<file path="config.mk">
export PLATFORM = sky130hd
export DESIGN_NAME = rca5_share_ctrl
export DESIGN_NICKNAME = d
export VERILOG_FILES = /design/src/rtl/rca5_share_ctrl.sv
export SDC_FILE = /design/constraint.sdc
export NUM_CORES = 1
export LEC_CHECK = 0
export ABC_AREA = 1
export CORE_MARGIN = 2
export CORE_UTILIZATION = 31
export DETAILED_ROUTE_END_ITERATION = 8
export GPL_ROUTABILITY_DRIVEN = 0
export PLACE_DENSITY = 0.66
export SYNTH_ARGS = -nofsm -noshare
export SYNTH_HDL_FRONTEND = slang
export SYNTH_SLANG_ARGS = --single-unit
</file>
<file path="constraint.sdc">
create_clock -name clk -period 3 [get_ports clk]
set_clock_uncertainty 0.05 [all_clocks]
set_input_delay 0.45 -clock clk [delete_from_list [all_inputs] [get_ports clk]]
set_output_delay 0.45 -clock clk [all_outputs]
set_load 0.02 [all_outputs]
</file>
<file path="src/rtl/rca5_share_ctrl.sv">
// rca5_share_ctrl: two-requester arbiter/sequencer sharing one 5-bit ripple-carry adder.
// Optional subtract mode: define RCA5_SHARE_SUB_EN. Rev 1.0
`default_nettype none

module rca5_share_ctrl #(
  parameter int SETTLE = 2
) (
  input  logic       clk,
  input  logic       rst,
  input  logic       req0,
  input  logic       req1,
  input  logic [4:0] a0,
  input  logic [4:0] b0,
  input  logic [4:0] a1,
  input  logic [4:0] b1,
  input  logic       cin0,
  input  logic       cin1,
  input  logic       op0,
  input  logic       op1,
  output logic       done0,
  output logic       done1,
  output logic [4:0] sum_o,
  output logic       cout_o,
  output logic       owner_o,
  output logic       busy_o
);

  localparam logic [1:0] ST_IDLE = 2'd0;
  localparam logic [1:0] ST_RUN  = 2'd1;
  localparam logic [1:0] ST_DONE = 2'd2;

  localparam logic [2:0] SETTLE_LOAD = 3'(SETTLE - 1);

  logic [1:0] state;
  logic [2:0] settle_cnt;
  logic [4:0] opnd_a;
  logic [4:0] opnd_b;
  logic       opnd_cin;
  logic       last_grant;
  logic       grant;

  logic [4:0] add_a;
  logic [4:0] add_b;
  logic       add_cin;
  logic [4:0] add_sum;
  logic [5:0] carry;

  // On a tie the requester that did not win last time is served.
  assign grant = (req0 && req1) ? ~last_grant : req1;

`ifdef RCA5_SHARE_SUB_EN
  logic opnd_sub;
  logic grant_op;

  assign grant_op = grant ? op1 : op0;
  assign add_b    = opnd_sub ? ~opnd_b : opnd_b;
  assign add_cin  = opnd_sub ? 1'b1 : opnd_cin;

  always_ff @(posedge clk) begin
    if (rst) begin
      opnd_sub <= 1'b0;
    end else if (state == ST_IDLE && (req0 || req1)) begin
      opnd_sub <= grant_op;
    end
  end
`else
  logic unused_op;

  assign unused_op = op0 ^ op1;
  assign add_b     = opnd_b;
  assign add_cin   = opnd_cin;
`endif

  assign add_a    = opnd_a;
  assign carry[0] = add_cin;

  for (genvar i = 0; i < 5; i++) begin : g_bit
    assign add_sum[i]  = add_a[i] ^ add_b[i] ^ carry[i];
    assign carry[i+1]  = (add_a[i] & add_b[i]) | (carry[i] & (add_a[i] ^ add_b[i]));
  end

  always_ff @(posedge clk) begin
    if (rst) begin
      state      <= ST_IDLE;
      settle_cnt <= 3'd0;
      opnd_a     <= 5'd0;
      opnd_b     <= 5'd0;
      opnd_cin   <= 1'b0;
      owner_o    <= 1'b0;
      last_grant <= 1'b1;
      sum_o      <= 5'd0;
      cout_o     <= 1'b0;
    end else begin
      case (state)
        ST_IDLE: begin
          if (req0 || req1) begin
            opnd_a     <= grant ? a1 : a0;
            opnd_b     <= grant ? b1 : b0;
            opnd_cin   <= grant ? cin1 : cin0;
            owner_o    <= grant;
            settle_cnt <= SETTLE_LOAD;
            state      <= ST_RUN;
          end
        end
        ST_RUN: begin
          if (settle_cnt != 3'd0) begin
            settle_cnt <= settle_cnt - 3'd1;
          end else begin
            sum_o      <= add_sum;
            cout_o     <= carry[5];
            last_grant <= owner_o;
            state      <= ST_DONE;
          end
        end
        ST_DONE: begin
          state <= ST_IDLE;
        end
        default: begin
          state <= ST_IDLE;
        end
      endcase
    end
  end

  assign busy_o = (state != ST_IDLE);
  assign done0  = (state == ST_DONE) && !owner_o;
  assign done1  = (state == ST_DONE) && owner_o;

endmodule

`default_nettype wire

</file>
## Word-level counts from Yosys, hierarchy flattened

Index checks and enable logic that the tools add are counted.

- Bits in registers: 24
- Bits in latches: 0
- RAM bits: 0
- Memory bits (read-only): 0
- Bits of input ports: 28
- Output and inout port bits: 10
- Logic and storage cells: 65
- Memories: 0

- Add/subtract/negate cells: 1
- Multiply operators: 0
- Divide/modulo/power cells: 0
- Magnitude comparators: 0
- Eq/ne operators: 5
- Shifts and indexed selects: 0
- Multiplexer cells: 10
- Bitwise operators: 27
- Reduce and logical (&&, ||, !) cells: 13

Operators by type and width:

| cell | count |
|---|---|
| $and 1x1->1 | 10 |
| $mux 5 | 2 |
| $xor 1x1->1 | 10 |
| $mux 3 | 2 |
| $ne 2x2->1 const B | 3 |
| $pmux 3 s2 | 1 |
| $reduce_and 2->1 | 3 |
| $or 1x1->1 | 5 |
| $mux 2 | 2 |
| $pmux 2 s2 | 1 |
| $reduce_bool 2->1 | 2 |
| $logic_and 1x1->1 | 3 |
| $reduce_and 3->1 | 1 |
| $reduce_bool 3->1 | 1 |
| $sub 3x1->3 const B | 1 |
| $eq 2x1->1 const B | 1 |
| $eq 2x2->1 const B | 1 |
| $logic_not 2->1 | 1 |
| $mux 1 | 2 |
| $not 1->1 | 2 |
| $logic_not 1->1 | 1 |
| $logic_or 1x1->1 | 1 |

## Longest topological paths before layout

Gate-level depths: netlist of run 1.

- Depth after elaboration: 11
- Mapped depth: 11
- Mapped depth without buffers: 11

## Worst setup path before layout of run 1

Ideal clock, no wire load.

- Kind: register to register
- From: register opnd_a[0] (netlist: add_a[0])
- To: register sum_o[4]
- Library setup time: 0.064 ns
- Data arrival time: 2.316 ns
- Required time: 2.886 ns
- Setup slack: 0.570 ns
- Stages on the path, launching flop included: 12
- Buffers on the path: 0
- Period minus slack after synthesis: 2.430 ns
- Cells stage by stage: dfxtp_1 fa_1 inv_1 fa_1 inv_1 fa_1 fa_1 inv_1 fa_1 nand2_1 nand2_1 nor2_1

- Word-level cells in the longest chain between the ends: 10
- Elaborated cells between the ends (all ways): 11
- Classes of those cells: bitwise (11)

RTL lines:

| item | RTL line | source |
|---|---|---|
| start: declaration | 36 | `logic [4:0] opnd_a;` |
| start signal: assignment | 97 | `opnd_a <= grant ? a1 : a0;` |
| $xor 1x1->1 | 79 | `assign carry[i+1] = (add_a[i] & add_b[i]) \| (carry[i] & (add_a[i] ^ add_b[i]));` |
| $and 1x1->1 | 79 |  |
| $or 1x1->1 (*) | 79 |  |
| $and 1x1->1 (*) | 79 |  |
| $or 1x1->1 (*) | 79 |  |
| $and 1x1->1 (*) | 79 |  |
| $or 1x1->1 (*) | 79 |  |
| $and 1x1->1 (*) | 79 |  |
| $or 1x1->1 (*) | 79 |  |
| $xor 1x1->1 (*) | 78 | `assign add_sum[i] = add_a[i] ^ add_b[i] ^ carry[i];` |
| end signal: assignment | 109 | `sum_o <= add_sum;` |
| end: declaration | 22 | `output logic [4:0] sum_o,` |

Every way passes the cells marked *; elsewhere a longest branch is shown, timed or not.
A chain may end at the register's enable or synchronous reset.

## Final worst setup path of run 1

Ends and elaborated chain as after synthesis.

==> results of run 1 <==
==> sequential cells by signal (all words and copies together) (netlist names) <==
name	cells
add_a	5
add_b	5
add_cin	1
cout_o	1
last_grant	1
owner_o	1
settle_cnt	3
state	2
sum_o	5
==> worst max path at each step <==
| stage | startpoint | endpoint | slack (ns) | cells past startpoint |
|---|---|---|---|---|
| finish | add_a[0] | sum_o[4] | 0.45 | 11 |
| global route | add_a[0] | sum_o[4] | 0.29 | 11 |
| CTS | add_a[0] | sum_o[4] | 0.45 | 11 |
| detailed placement | add_a[0] | sum_o[4] | 0.45 | 11 |
| global placement | add_a[0] | sum_o[4] | 0.49 | 11 |
| floorplan | add_a[0] | sum_o[4] | 0.57 | 11 |
==> per-layer routing <==
layer / vias up / track usage / part of all wire
li1: 598 / - / -
met1: 457 / 0.145 / 0.50
met2: 26 / 0.191 / 0.44
met3: 2 / 0.0148 / 0.045
met4: 0 / 0.0450 / 0.015
met5: - / 0 / 0
==> layout make-up <==
cell class	instances	area share
Timing Repair Buffer	35	0.204
Tap cell	50	0.0364
Clock buffer	4	0.0321
Sequential cell	24	0.280
Inverter	31	0.0678
Multi-Input combinational cell	117	0.380
==> power by group through the flow <==
| stage | Sequential [mW] | Clock [mW] | Combinational, mW |
|---|---|---|---|
| finish | 0.388 | 0.212 | 0.252 |
| global route | 0.394 | 0.228 | 0.287 |
| CTS | 0.389 | 0.220 | 0.256 |
| detailed placement | 0.396 | 0 | 0.256 |
| global placement | 0.395 | 0 | 0.251 |
| floorplan | 0.408 | 0 | 0.149 |
==> logic make-up (layout without fill, tap and decap cells) <==
group | count (synthesis) | count (layout) | share of synthesized area
buffers and inverters | 34 | 70 | 0.107
DFF | 24 | 24 | 0.379
and+or+nand+nor | 100 | 100 | 0.371
AOI/OAI and AO/OA | 10 | 10 | 0.0444
adders and majority gates | 7 | 7 | 0.0987
==> critical path, cell delays in order (launching register included) <==
cell and delay (ns):
dfxtp_1 0.34, fa_1 0.41, inv_1 0.08, fa_1 0.15
inv_1 0.05, fa_1 0.37, fa_1 0.38, inv_1 0.08
fa_1 0.40, nand2_1 0.08, nand2_1 0.05, nor2_1 0.07
==> cells in the final DEF, fill, tap and decap left out, drive strengths merged <==
cell type      instances
a21oi                  3
clkbuf                 4
clkdlybuf4s50         35
dfxtp                 24
fa                     5
ha                     2
inv                   31
nand2                 54
nand3                 13
nand3b                 1
nand4                  1
nor2                  19
nor3                   2
o211ai                 1
o21ai                  6
or2                   10
==> metrics by stage <==
| step | cell area, um^2 | std cells | setup WS, ns |
|---|---|---|---|
| 6_report | 1720 | 261 | 0.452 |
| 5_1_grt | 1720 | 261 | 0.293 |
| 3_3_place_gp | 1660 | 257 | 0.489 |
| 3_5_place_dp | 1660 | 257 | 0.451 |
| 2_1_floorplan | 1270 | 175 | 0.570 |
| 4_1_cts | 1720 | 261 | 0.448 |
==> results.md, run 1 <==
- Status: finished clean
- Area contributors post-synth: dfxtp_1 38%, nand2_1 15%, inv_1 8.0%
- FFs w/ async S/R, synth: 0
- Remaining Overflow, GRT: 0
- Max-Cap Viols: 0
- Hold Buf Count CTS: 0
- Total Power: 0.852 mW
- Most numerous cell in the Yosys netlist: nand2_1
- Clk buf depth: 2
- Register area: 480 um^2
- Setup TNS: 0 ns
- Full die area: approximately 4600 um^2
- Clock root cell: clkbuf_8
- Drt first pass iters: 4
- Tightest Hold Check Type: reg -> reg
- Post-route minimum period: 2.55 ns
- Core ar.: about 4000 um^2
- Yosys reg bits: 24
- Crit path max fanout: 2
- R2r setup slk: roughly 0.45 ns
- Crit start category: flop
- Row count: 23
- Hpwl dp: 1.82 mm
- Nets: 247
- RSZ-0062 raised after global routing: no
- Crit path kind: reg -> reg
- Setup bufs post-CTS: 0
- Hold Vio Cnt, Final: 0
- Wirelength per Cell: 8.73 um
- Clock share of power: 0.249
- Layout cells sized above 1: 0.123
- DRC viols: 0
- Mapped Cells: around 180
- Multi-input logic area: 652 um^2
- Final Setup Violations: 0
- Syn Area/Cell: between 7 and 8 um^2
- Hold EP: add_b[4]
- First-pass GRT wire length: 4.05 mm
- H-Tree Depth: 1
- Hold-critical path depth: 2
- Combinational group share of total power: 0.296
- Post-synth net total: 210
- Worst reg2reg path depth: 11
- Area Overhead vs Synth: 35.4%
- R2R Path End: sum_o[4]
- Internal power: approximately 0.6 mW
- Final core occ: 0.432
- Sequential area share after synthesis: 0.379
- Port buffer count: 35
- Clock-pin slew on the worst setup and hold paths: 0.08 ns
- Leak: ~0.8 nW
- Power share of the sequential group: 0.455
- Vias/cell: between 4 and 5
- Yosys top cell area share: 0.379
- # fillers: around 420
- ANT nets after route: 0
- Worst skew pair latency: 0.26 ns
- # IOs: 38
- Critical path arrival: 2.70 ns
- Post-synth top cells: 51 x nand2_1, 27 x inv_1, 24 x dfxtp_1
- Cell Pwr Density: 496 nW/um^2
- Routed wire length: 2.28 mm
- CTS tree: yes
- Initial antenna violation count: 0
- Vias in the first global route: 964
- Hold path startpoint: add_b[4]
- Worst-margin pin slew: 0.572 ns
- Fin Hold WS: 0.405 ns
- Cell Area, Synth: 1270 um^2
- Cts repair resizes: 0
- Initial Utilization: 0.319
- Switch Pwr: 0.257 mW
- Reg2reg start: add_a[0]
- Largest net degree at the start of global routing: 23
- Clock Sinks: 24
- Post-synth EDFFs: 0
- Sw frac: 0.301
- Synth Flop Type: dfxtp_1
- WP data required: 3.15 ns
- Syn. warnings: 0
- Fmax: 0.392 GHz
- Crit path capture type: flop
- Total CTS buffers: 3
- Period utilisation layout: 0.849
- Fin. max-slew vios: 0
- Leading area contributor after synthesis: dfxtp_1
- Via Count: 1083
- Die Height: 67.9 um
- DRT iter0 DRCs: 40
- Die width: 67.9 um
- Gr usage total: 0.113
- Max-Slew Margin vs Limit: 0.618
- Number of distinct library cells after synthesis: 22
- # diodes: 0
- Max VDD drop: 230 uV
(Power assumes the default switching activity.)
==> run 2, diff against run 1 <==
==> constraint.sdc (replaced) <==
create_clock -name clk -period 2.55 [get_ports clk]
set_clock_uncertainty 0.05 [all_clocks]
set_input_delay 0.3825 -clock clk [delete_from_list [all_inputs] [get_ports clk]]
set_output_delay 0.3825 -clock clk [all_outputs]
set_load 0.02 [all_outputs]
==> run 2 against run 1 <==
  * Die area stayed put
  * Utilization grew 0.57 points
  * Clock power is 52% higher
  * Sequential power up 18%
  * Critical path type unchanged
  * Critical endpoint unchanged
==> results.md, run 2 (synthesis results as in run 1) <==
- Total CTS buffers: 3 (unchanged)
- DP Worst Slack: 0.0349 ns (-0.416 ns)
- Hold Buf Count CTS: 0 (unchanged)
- Worst reg2reg path depth: 11 (unchanged)
- Vias/cell: 4.04 (-2.7%)
- Wirelength per Cell: 8.87 um (+1.6%)
- Routed wire length: 2.32 mm (+1.6%)
- Hold Vio Cnt, Final: 0 (unchanged)
- Fmax: 0.412 GHz (+5.0%)
- Hold EP: add_b[4]
- Port buffer count: 35 (unchanged)
- DRT iter0 DRCs: 54 (+35%)
- Nets: 247 (unchanged)
- Initial Utilization: 0.319 (unchanged)
- H-Tree Depth: 1 (unchanged)
- Drt first pass iters: 4 (unchanged)
- Die Height: 67.9 um (unchanged)
- Layout cells sized above 1: 0.142 (+0.0190)
- Die width: 67.9 um (unchanged)
- Final core occ: 0.438 (+0.00567)
- Hold-critical path depth: 2 (unchanged)
- Leak: 0.801 nW (+0.45%)
- # IOs: 38 (unchanged)
- Reg2reg start: add_a[0]
- Max incr delay on CP: 0.40 ns (about the same)
- Core ar.: 3970 um^2 (unchanged)
- Max-Slew Margin vs Limit: 0.606 (-0.0124)
- Final Setup Violations: 0 (unchanged)
- Worst Setup SP: add_a[0]
- # diodes: 0 (unchanged)
- Hpwl dp: 1.81 mm (-0.72%)
- Area Overhead vs Synth: 37.2%
- Period utilisation layout: 0.952 (+0.102)
- Vias in the first global route: 877 (-9.0%)
- DRC viols: 0 (unchanged)
- WP data required: 2.70 ns (-0.45 ns)
- Via Count: 1054 (-2.7%)
- Status: finished clean
- Hold path startpoint: add_b[4]
- Total Power: 1.08 mW (+27%)
- Clock Sinks: 24 (unchanged)
- R2r setup slk: 0.12 ns (-0.33 ns)
- Commonest cells after routing, fill and taps aside: 51 x nand2_1, 35 x clkdlybuf4s50_1, 26 x inv_1, 23 x dfxtp_1, 16 x nor2_1
- Fin. max-slew vios: 0 (unchanged)
- RSZ-0062 raised after global routing: yes
- Final worst setup slack: 0.123 ns (-0.329 ns)
- Setup bufs post-CTS: 0 (unchanged)
- Most common cell after layout, fill and taps aside: nand2_1
- Post-route minimum period: 2.43 ns (-0.121 ns)
- Final std cells w/o fill: 261 (unchanged)
- Cell Pwr Density: 620 nW/um^2 (+25%)
- Worst-margin pin slew: 0.590 ns (+0.0186 ns)
- Clock-pin slew on the worst setup and hold paths: 0.08 ns (about the same)
- First-pass GRT wire length: 3.89 mm (-3.9%)
- Gr usage total: 0.109 (-0.00433)
- Clock root cell: clkbuf_8
- Slowest cell on crit path: fa_1
- Remaining Overflow, GRT: 0 (unchanged)
- Initial antenna violation count: 0 (unchanged)
- ANT nets after route: 0 (unchanged)
- Cts repair resizes: 0 (unchanged)
- Critical path arrival: 2.58 ns (-0.12 ns)
- Clk buf depth: 2 (unchanged)
- Placed insts: 257 (unchanged)
- Crit path kind: reg -> reg
- Max-Cap Viols: 0 (unchanged)
- Crit path cell chain: fa_1 -> inv_1 -> fa_1 -> inv_1 -> fa_2 -> fa_2 -> inv_2 -> fa_1 -> nand2_1 -> nand2_1 -> nor2_1
- Crit start category: flop
- Crit path max fanout: 2 (unchanged)
- Full die area: 4620 um^2 (unchanged)
- CTS tree: yes
- Crit path capture type: flop
- CP dominant cell by count: fa_1
- R2R Path End: sum_o[4]
- Largest net degree at the start of global routing: 23 (unchanged)
- Worst skew pair latency: 0.26 ns (about the same)
- Tightest Hold Check Type: reg -> reg
- Max VDD drop: 375 uV (+63%)
- Row count: 23 (unchanged)
-- run 2: final cells by class --
class                      count  area [um^2]
timing repair buffer          35          350
clock inverter                 1         30.0
inverter                      31          116
clock buffer                   3         41.3
sequential                    24          482
tap                           50         62.6
fill                         409         2230
multi-input combinational    117          657
-- run 2: critical path: cells and delay by family, from the launching register on --
| kind | cells | cell delay, ns |
|---|---|---|
| adders and majority gates | 5 | 1.62 |
| DFF | 1 | 0.34 |
| and+or+nand+nor | 3 | 0.18 |
| buffers and inverters | 3 | 0.18 |
-- run 2: worst max path at each step --
stage          slack, ns       end  cells after the start
6_report            0.12  sum_o[4]                     11
5_1_grt            -0.02  sum_o[4]                     11
4_1_cts             0.02  sum_o[4]                     11
3_5_place_dp        0.03  sum_o[4]                     11
3_3_place_gp        0.05  sum_o[4]                     11
2_1_floorplan       0.12  sum_o[4]                     11
-- run 2: through the flow --
step / area (um^2) / setup TNS, ns / hold WS (ns)
4_1_cts: 1730 / 0 / 0.410
3_3_place_gp: 1660 / 0 / 0.389
5_1_grt: 1740 / -0.0238 / 0.427
2_1_floorplan: 1270 / 0 / 0.376
6_report: 1740 / 0 / 0.406
3_5_place_dp: 1660 / 0 / 0.395
-- run 2: power breakdown --
part	internal (mW)	switching, mW
Sequential	0.424	0.0338
Clock	0.209	0.114
Combinational	0.139	0.158
-- run 2: routing by layer --
metal	up-vias	GRT usage	part of all wire
met5	-	0	0
met4	0	0.0375	0.010
met3	2	0.0164	0.043
met2	26	0.172	0.45
met1	427	0.149	0.49
li1	599	-	-
